--- config.mk ---
export PLATFORM = sky130hd
export DESIGN_NAME = usb_tx_fifo_arbiter_flat
export DESIGN_NICKNAME = d
export VERILOG_FILES = /design/src/rtl/usb_tx_fifo_arbiter_if.sv /design/src/rtl/usb_tx_fifo_arbiter.sv /design/src/flat_wrapper.sv
export SDC_FILE = /design/constraint.sdc
export NUM_CORES = 1
export LEC_CHECK = 0
export ABC_AREA = 1
export BUFFER_PORTS_ARGS = -buffer_cell sky130_fd_sc_hd__buf_2
export CAP_MARGIN = 20
export CORE_MARGIN = 2
export CORE_UTILIZATION = 38
export CTS_BUF_LIST = sky130_fd_sc_hd__clkbuf_2
export DETAILED_ROUTE_END_ITERATION = 6
export GPL_TIMING_DRIVEN = 0
export PLACE_DENSITY = 0.84
export SLEW_MARGIN = 20
export SYNTH_ARGS = -nofsm -noshare
export SYNTH_HDL_FRONTEND = slang
export SYNTH_SLANG_ARGS = --single-unit
--- constraint.sdc ---
create_clock -name busClk -period 2.1 [get_ports busClk]
set_clock_uncertainty 0.2 [all_clocks]
set_input_delay 0.21 -clock busClk [delete_from_list [all_inputs] [get_ports busClk]]
set_output_delay 0.21 -clock busClk [all_outputs]
set_load 0.01 [all_outputs]
--- src/rtl/usb_tx_fifo_arbiter_if.sv ---
// rtl/usb_tx_fifo_arbiter_if.sv - requester and TX FIFO bus-write signal bundle
interface usb_tx_fifo_arbiter_if #(
  parameter int NUM_EP = 4
);
  logic [NUM_EP-1:0]    req;
  logic [NUM_EP-1:0]    reqFlush;
  logic [8*NUM_EP-1:0]  reqData;
  logic [16*NUM_EP-1:0] numElementsInFifo;
  logic [NUM_EP-1:0]    ack;
  logic [2:0]           address;
  logic                 writeEn;
  logic                 strobe_o;
  logic [NUM_EP-1:0]    fifoSelect;
  logic [7:0]           busDataOut;
  logic                 busy;

  // Requester / FIFO side: drives requests and fill levels, observes the bus
  modport master (
    output req, reqFlush, reqData, numElementsInFifo,
    input  ack, address, writeEn, strobe_o, fifoSelect, busDataOut, busy
  );

  // Arbiter side
  modport slave (
    input  req, reqFlush, reqData, numElementsInFifo,
    output ack, address, writeEn, strobe_o, fifoSelect, busDataOut, busy
  );
endinterface

--- src/rtl/usb_tx_fifo_arbiter.sv ---
// rtl/usb_tx_fifo_arbiter.sv - round-robin scheduler for the shared TX FIFO bus-write port
module usb_tx_fifo_arbiter #(
  parameter int NUM_EP      = 4,
  parameter int FIFO_DEPTH  = 64,
  parameter int HOLD_CYCLES = 2
) (
  input  logic                busClk,
  input  logic                rst,
  usb_tx_fifo_arbiter_if.slave bus
);
  localparam int IDXW  = $clog2(NUM_EP);
  localparam int HOLDW = (HOLD_CYCLES > 1) ? $clog2(HOLD_CYCLES) : 1;
  localparam logic [15:0]      DEPTH16   = 16'(FIFO_DEPTH);
  localparam logic [HOLDW-1:0] HOLD_INIT = HOLDW'(HOLD_CYCLES - 1);
  localparam logic [IDXW-1:0]  LAST_INIT = IDXW'(NUM_EP - 1);

  typedef enum logic [1:0] {IDLE, ISSUE, HOLD} state_t;

  state_t            state;
  logic [HOLDW-1:0]  holdCnt;
  logic [IDXW-1:0]   lastGrant;
  logic [NUM_EP-1:0] full;
  logic [NUM_EP-1:0] elig;
  logic              found;
  logic [IDXW-1:0]   grantIdx;
  logic              grantFlush;
  logic [7:0]        grantData;
  int                cand;

  logic [NUM_EP-1:0] ackReg;
  logic [2:0]        addressReg;
  logic              writeEnReg;
  logic              strobeReg;
  logic [NUM_EP-1:0] fifoSelectReg;
  logic [7:0]        busDataReg;
  logic              busyReg;

  // Full/eligible flags: a flush is always eligible, a byte write needs room
  always_comb begin
    full = '0;
    elig = '0;
    for (int i = 0; i < NUM_EP; i++) begin
      full[i] = bus.numElementsInFifo[16*i +: 16] >= DEPTH16;
      elig[i] = bus.req[i] & (bus.reqFlush[i] | ~full[i]);
    end
  end

  // Round-robin search starting just after the last granted requester
  always_comb begin
    found      = 1'b0;
    grantIdx   = '0;
    grantFlush = 1'b0;
    grantData  = 8'h00;
    cand       = 0;
    for (int k = 1; k <= NUM_EP; k++) begin
      cand = (int'(lastGrant) + k) % NUM_EP;
      if (!found && elig[IDXW'(cand)]) begin
        found    = 1'b1;
        grantIdx = IDXW'(cand);
      end
    end
    for (int i = 0; i < NUM_EP; i++) begin
      if (grantIdx == IDXW'(i)) begin
        grantFlush = bus.reqFlush[i];
        grantData  = bus.reqData[8*i +: 8];
      end
    end
  end

  // Grant FSM with registered bus outputs: one ISSUE cycle, then HOLD_CYCLES quiet cycles
  always_ff @(posedge busClk or posedge rst) begin
    if (rst) begin
      state         <= IDLE;
      holdCnt       <= '0;
      lastGrant     <= LAST_INIT;
      ackReg        <= '0;
      addressReg    <= 3'b000;
      writeEnReg    <= 1'b0;
      strobeReg     <= 1'b0;
      fifoSelectReg <= '0;
      busDataReg    <= 8'h00;
      busyReg       <= 1'b0;
    end else begin
      case (state)
        IDLE: begin
          if (found) begin
            state         <= ISSUE;
            lastGrant     <= grantIdx;
            ackReg        <= NUM_EP'(1) << grantIdx;
            fifoSelectReg <= NUM_EP'(1) << grantIdx;
            writeEnReg    <= 1'b1;
            strobeReg     <= 1'b1;
            busyReg       <= 1'b1;
            addressReg    <= grantFlush ? 3'b100 : 3'b000;
            busDataReg    <= grantFlush ? 8'h01 : grantData;
          end
        end
        ISSUE: begin
          state         <= HOLD;
          holdCnt       <= HOLD_INIT;
          ackReg        <= '0;
          fifoSelectReg <= '0;
          writeEnReg    <= 1'b0;
          strobeReg     <= 1'b0;
          addressReg    <= 3'b000;
          busDataReg    <= 8'h00;
        end
        HOLD: begin
          if (holdCnt == '0) begin
            state   <= IDLE;
            busyReg <= 1'b0;
          end else begin
            holdCnt <= holdCnt - 1'b1;
          end
        end
        default: state <= IDLE;
      endcase
    end
  end

  assign bus.ack        = ackReg;
  assign bus.address    = addressReg;
  assign bus.writeEn    = writeEnReg;
  assign bus.strobe_o   = strobeReg;
  assign bus.fifoSelect = fifoSelectReg;
  assign bus.busDataOut = busDataReg;
  assign bus.busy       = busyReg;
endmodule
--- src/flat_wrapper.sv ---
// flat-port wrapper written by rule: the top's interface ports become plain ports
module usb_tx_fifo_arbiter_flat 
#(
  parameter int NUM_EP      = 4,
  parameter int FIFO_DEPTH  = 64,
  parameter int HOLD_CYCLES = 2
)
  (busClk, rst, bus_req, bus_reqFlush, bus_reqData, bus_numElementsInFifo, bus_ack, bus_address, bus_writeEn, bus_strobe_o, bus_fifoSelect, bus_busDataOut, bus_busy);
  usb_tx_fifo_arbiter_if #(.NUM_EP(NUM_EP)) bus_i ();
  input  logic busClk;
  input  logic rst;
  input wire logic [$bits(bus_i.req)-1:0] bus_req;
  input wire logic [$bits(bus_i.reqFlush)-1:0] bus_reqFlush;
  input wire logic [$bits(bus_i.reqData)-1:0] bus_reqData;
  input wire logic [$bits(bus_i.numElementsInFifo)-1:0] bus_numElementsInFifo;
  output wire logic [$bits(bus_i.ack)-1:0] bus_ack;
  output wire logic [$bits(bus_i.address)-1:0] bus_address;
  output wire logic [$bits(bus_i.writeEn)-1:0] bus_writeEn;
  output wire logic [$bits(bus_i.strobe_o)-1:0] bus_strobe_o;
  output wire logic [$bits(bus_i.fifoSelect)-1:0] bus_fifoSelect;
  output wire logic [$bits(bus_i.busDataOut)-1:0] bus_busDataOut;
  output wire logic [$bits(bus_i.busy)-1:0] bus_busy;
  assign bus_i.req = bus_req;
  assign bus_i.reqFlush = bus_reqFlush;
  assign bus_i.reqData = bus_reqData;
  assign bus_i.numElementsInFifo = bus_numElementsInFifo;
  assign bus_ack = bus_i.ack;
  assign bus_address = bus_i.address;
  assign bus_writeEn = bus_i.writeEn;
  assign bus_strobe_o = bus_i.strobe_o;
  assign bus_fifoSelect = bus_i.fifoSelect;
  assign bus_busDataOut = bus_i.busDataOut;
  assign bus_busy = bus_i.busy;
  usb_tx_fifo_arbiter #(.NUM_EP(NUM_EP), .FIFO_DEPTH(FIFO_DEPTH), .HOLD_CYCLES(HOLD_CYCLES)) u_core (.busClk(busClk), .rst(rst), .bus(bus_i));
endmodule
==> run summary <==
FILL cells: 392
DP HPWL: 4050 um
CTS Buf Count: 3
maximum clock path buffer count: 2
largest net degree at the start of global routing: 21
Via-to-Cell Ratio: 4.92
Hold/Removal Path Class: in -> reg
Worst-path clk slew: 0.21 ns
global route total overflow: 0
Core Area: 0.00441 mm^2
Lkg Pwr: 1.51 nW
fin cells: 435
Seq cells post-synth: 20
Critical Path AT: 2.53 ns
Cells after DPL: 410
Sw Pwr: 2.31 mW
RSZ-0062 raised after global routing: yes
Fin Hold WS: -0.0125 ns
CP max stage cell: dfstp_2
IO Pins: 128
CP Capture Type: flop
Setup-failing EPs final: 18
Slowest Stage Delay on Critical Path: 0.60 ns
Sw Ratio: 50.8%
worst-margin pin slew: 0.761 ns
layout cells sized above 1: 52.2%
CP startpoint kind: flop
effective utilization at floorplan: 39.9%
CTS H-tree depth: 1
commonest non-fill, non-tap cells in the layout: buf_2, nand2_1, nor2_1, nand3_1, buf_4
CTS tree: done
first-pass GRT wire length: 8690 um
post-synth cell types: 30
synthesis-to-finish area growth: 56.1%
Die ar.: 0.00519 mm^2
mapped cell area: 0.00176 mm^2
failing checks: negative hold slack, negative setup slack
pre-CTS WS: -0.437 ns
most common cell after layout, fill and taps aside: buf_2
RR Startpoint: u_core.lastGrant[0]$_DFFE_PP1P_
multi-input logic area: 0.00125 mm^2
Critical path buffers and inverters: 5
GRT Overall Usage: 20.5%
antenna violations before repair: 0
Placer Congestion: 0.893
final worst slack: -0.386 ns
Vert. Die Dim: 72.1 um
vias in the first global route: 2117
DR vias: 2142
Initial DRT Pass Iterations: 4
row count: 24
final hold violations: 1
1st-iter DRT viols: 86
relative slew slack: 49.2%
Finished Cell Area: 0.00275 mm^2
Hold Path Depth: 5
pwr dens: 1650 mW/mm^2
Seq pwr share: 14.0%
number of max-cap violations: 0
DRC: 0
combinational share of power: 82.5%
post-synthesis sequential area ratio: 28.6%
Final nets: 494
minimum clock period after layout: 2.49 ns
Util after Layout: 62.2%
Worst-Skew Late Latency: 0.31 ns
Port-buffer cells: 101
Synth Instances: 256
Worst Reg-to-Reg Cells: 13
achievable frequency: 0.402 GHz
CTS Sinks: 20
final wirelength: 5490 um
kind of critical path: reg -> reg
Min-Delay Startpoint: bus_reqData[27]
worst hold path endpoint: u_core.bus.busDataOut[3]$_DFFE_PP0P_
Pint: 2.24 mW
n_diodes: 0
Clk network pwr share: 3.5%
Post-DRT Antenna Nets: 0
post-detailed-route wirelength per cell: 12.6 um
outcome: finished, violations left
worst-path cell chain: buf_8 > xnor2_4 > inv_2 > nand3_4 > nand2_4 > nand2_4 > buf_4 > o31ai_4 > o21ai_1 > inv_2 > buf_6 > nand2_1 > nand3_1
Sequential Area: 503 um^2
root buffer cell: clkbuf_2
Slew Viols, Final: 0
CP Max Fanout: 6
final cycle utilization of the critical path: 118%
Placed Area: 0.00238 mm^2
critical path required time: 2.15 ns
Die Wd: 72.1 um
flop-to-flop setup slack: -0.39 ns
reg2reg end: u_core.bus.busDataOut[0]$_DFFE_PP0P_
Largest delay share family, worst path: buffers and inverters
Post-Syn Area per Cell: 6.88 um^2
Synthesis Warnings: 0
peak supply drop: 0.867 mV
## state kept, by name, indices dropped and copies added, names as in the netlist
register and cells:
u_core.bus.busDataOut 8, u_core.bus.ack 4, u_core.lastGrant 2, u_core.state 2, u_core.bus.address 1, u_core.bus.busy 1, u_core.bus.writeEn 1, u_core.holdCnt 1
## metal layers
metal	part of all wire [%]	wire (um)	track usage (%)
met5	0	0	0
met4	1.7	96	4.61
met3	4.7	258	1.39
met2	55	3040	40.9
met1	38	2090	23.4
## power by group through the flow
stage	combinational, mW	clock (mW)	sequential, mW
after global placement	2.68	0	0.628
after floorplan	2.09	0	0.666
after detailed placement	2.77	0	0.634
after global routing	4.09	0.173	0.650
after CTS	3.38	0.152	0.633
final	3.75	0.159	0.634
## cells in the mapped netlist
cell type | n | area share, %
nand2_1 | 77 | 16
nand3_1 | 31 | 8.8
nor2_1 | 30 | 6.4
dfrtp_1 | 18 | 26
inv_1 | 18 | 3.8
o21ai_0 | 13 | 3.7
buf_4 | 8 | 3.4
nand2_2 | 7 | 2.5
a21oi_1 | 6 | 1.7
nand3_2 | 6 | 3.4
nand2_4 | 4 | 2.6
o21bai_2 | 4 | 2.6
buf_6 | 3 | 1.9
ha_1 | 3 | 2.1
inv_2 | 3 | 0.64
nand4_1 | 3 | 1.1
o21ai_1 | 3 | 0.85
or2_0 | 3 | 1.1
a22o_1 | 2 | 1.0
dfstp_2 | 2 | 3.0
nor2_2 | 2 | 0.71
nor2_4 | 2 | 1.3
buf_2 | 1 | 0.28
clkinv_1 | 1 | 0.21
conb_1 | 1 | 0.21
nand3b_1 | 1 | 0.43
nand4_4 | 1 | 1.2
o31ai_4 | 1 | 1.2
or2_1 | 1 | 0.36
xnor2_4 | 1 | 1.6
## through the flow
stage          power [mW]  setup TNS (ns)
2_1_floorplan        2.76          -0.643
3_3_place_gp         3.30           -3.71
3_5_place_dp         3.40           -4.68
4_1_cts              4.17           -3.88
5_1_grt              4.91           -7.09
6_report             4.54           -5.18
## worst register-to-register path: stages (launching register included)
cell     delay (ns)
dfstp_2        0.60
buf_8          0.15
xnor2_4        0.12
inv_2          0.12
nand3_4        0.09
nand2_4        0.13
nand2_4        0.07
buf_4          0.14
o31ai_4        0.31
o21ai_1        0.13
inv_2          0.12
buf_6          0.13
nand2_1        0.06
nand3_1        0.09
## layout make-up
| class | instances | area share (%) |
|---|---|---|
| multi-input cells | 203 | 45.6 |
| repair buffers | 123 | 25.9 |
| flip-flops and latches | 20 | 18.3 |
| plain buffers | 12 | 4.10 |
| inverters | 22 | 3.23 |
| well taps | 52 | 2.37 |
| clock buffers | 3 | 0.546 |
## how the worst max path moves through the flow
stage	endpoint	start	depth (start not counted)	slack, ns
floorplan	u_core.bus.busDataOut[1]$_DFFE_PP0P_	u_core.lastGrant[0]$_DFFE_PP1P_	14	-0.08
global placement	u_core.bus.busDataOut[1]$_DFFE_PP0P_	u_core.lastGrant[0]$_DFFE_PP1P_	17	-0.39
detailed placement	u_core.bus.busDataOut[1]$_DFFE_PP0P_	u_core.lastGrant[0]$_DFFE_PP1P_	17	-0.44
CTS	u_core.bus.busDataOut[7]$_DFFE_PP0P_	u_core.lastGrant[0]$_DFFE_PP1P_	14	-0.34
global route	u_core.bus.busDataOut[1]$_DFFE_PP0P_	u_core.lastGrant[0]$_DFFE_PP1P_	15	-0.48
finish	u_core.bus.busDataOut[0]$_DFFE_PP0P_	u_core.lastGrant[0]$_DFFE_PP1P_	13	-0.39
## repair_timing
action,4_1_cts,5_1_grt
resized for setup,27,23
hold buffers,1,0
endpoints found under the hold margin,18,0
pin swaps,20,12
setup buffers,14,5
setup endpoints to repair,18,19
gates cloned,2,1
## kinds of logic (layout without fill, tap and decap cells)
group	after synthesis	after routing	synth area share [%]
flops	20	20	28.6
other cells	1	2	0.213
fa+ha+maj	3	3	2.13
compound gates	29	29	11.0
buf+inv	34	160	10.3
simple gates	168	168	46.2
xor+xnor	1	1	1.56
No activity file was read; power rests on OpenSTA's default activity.
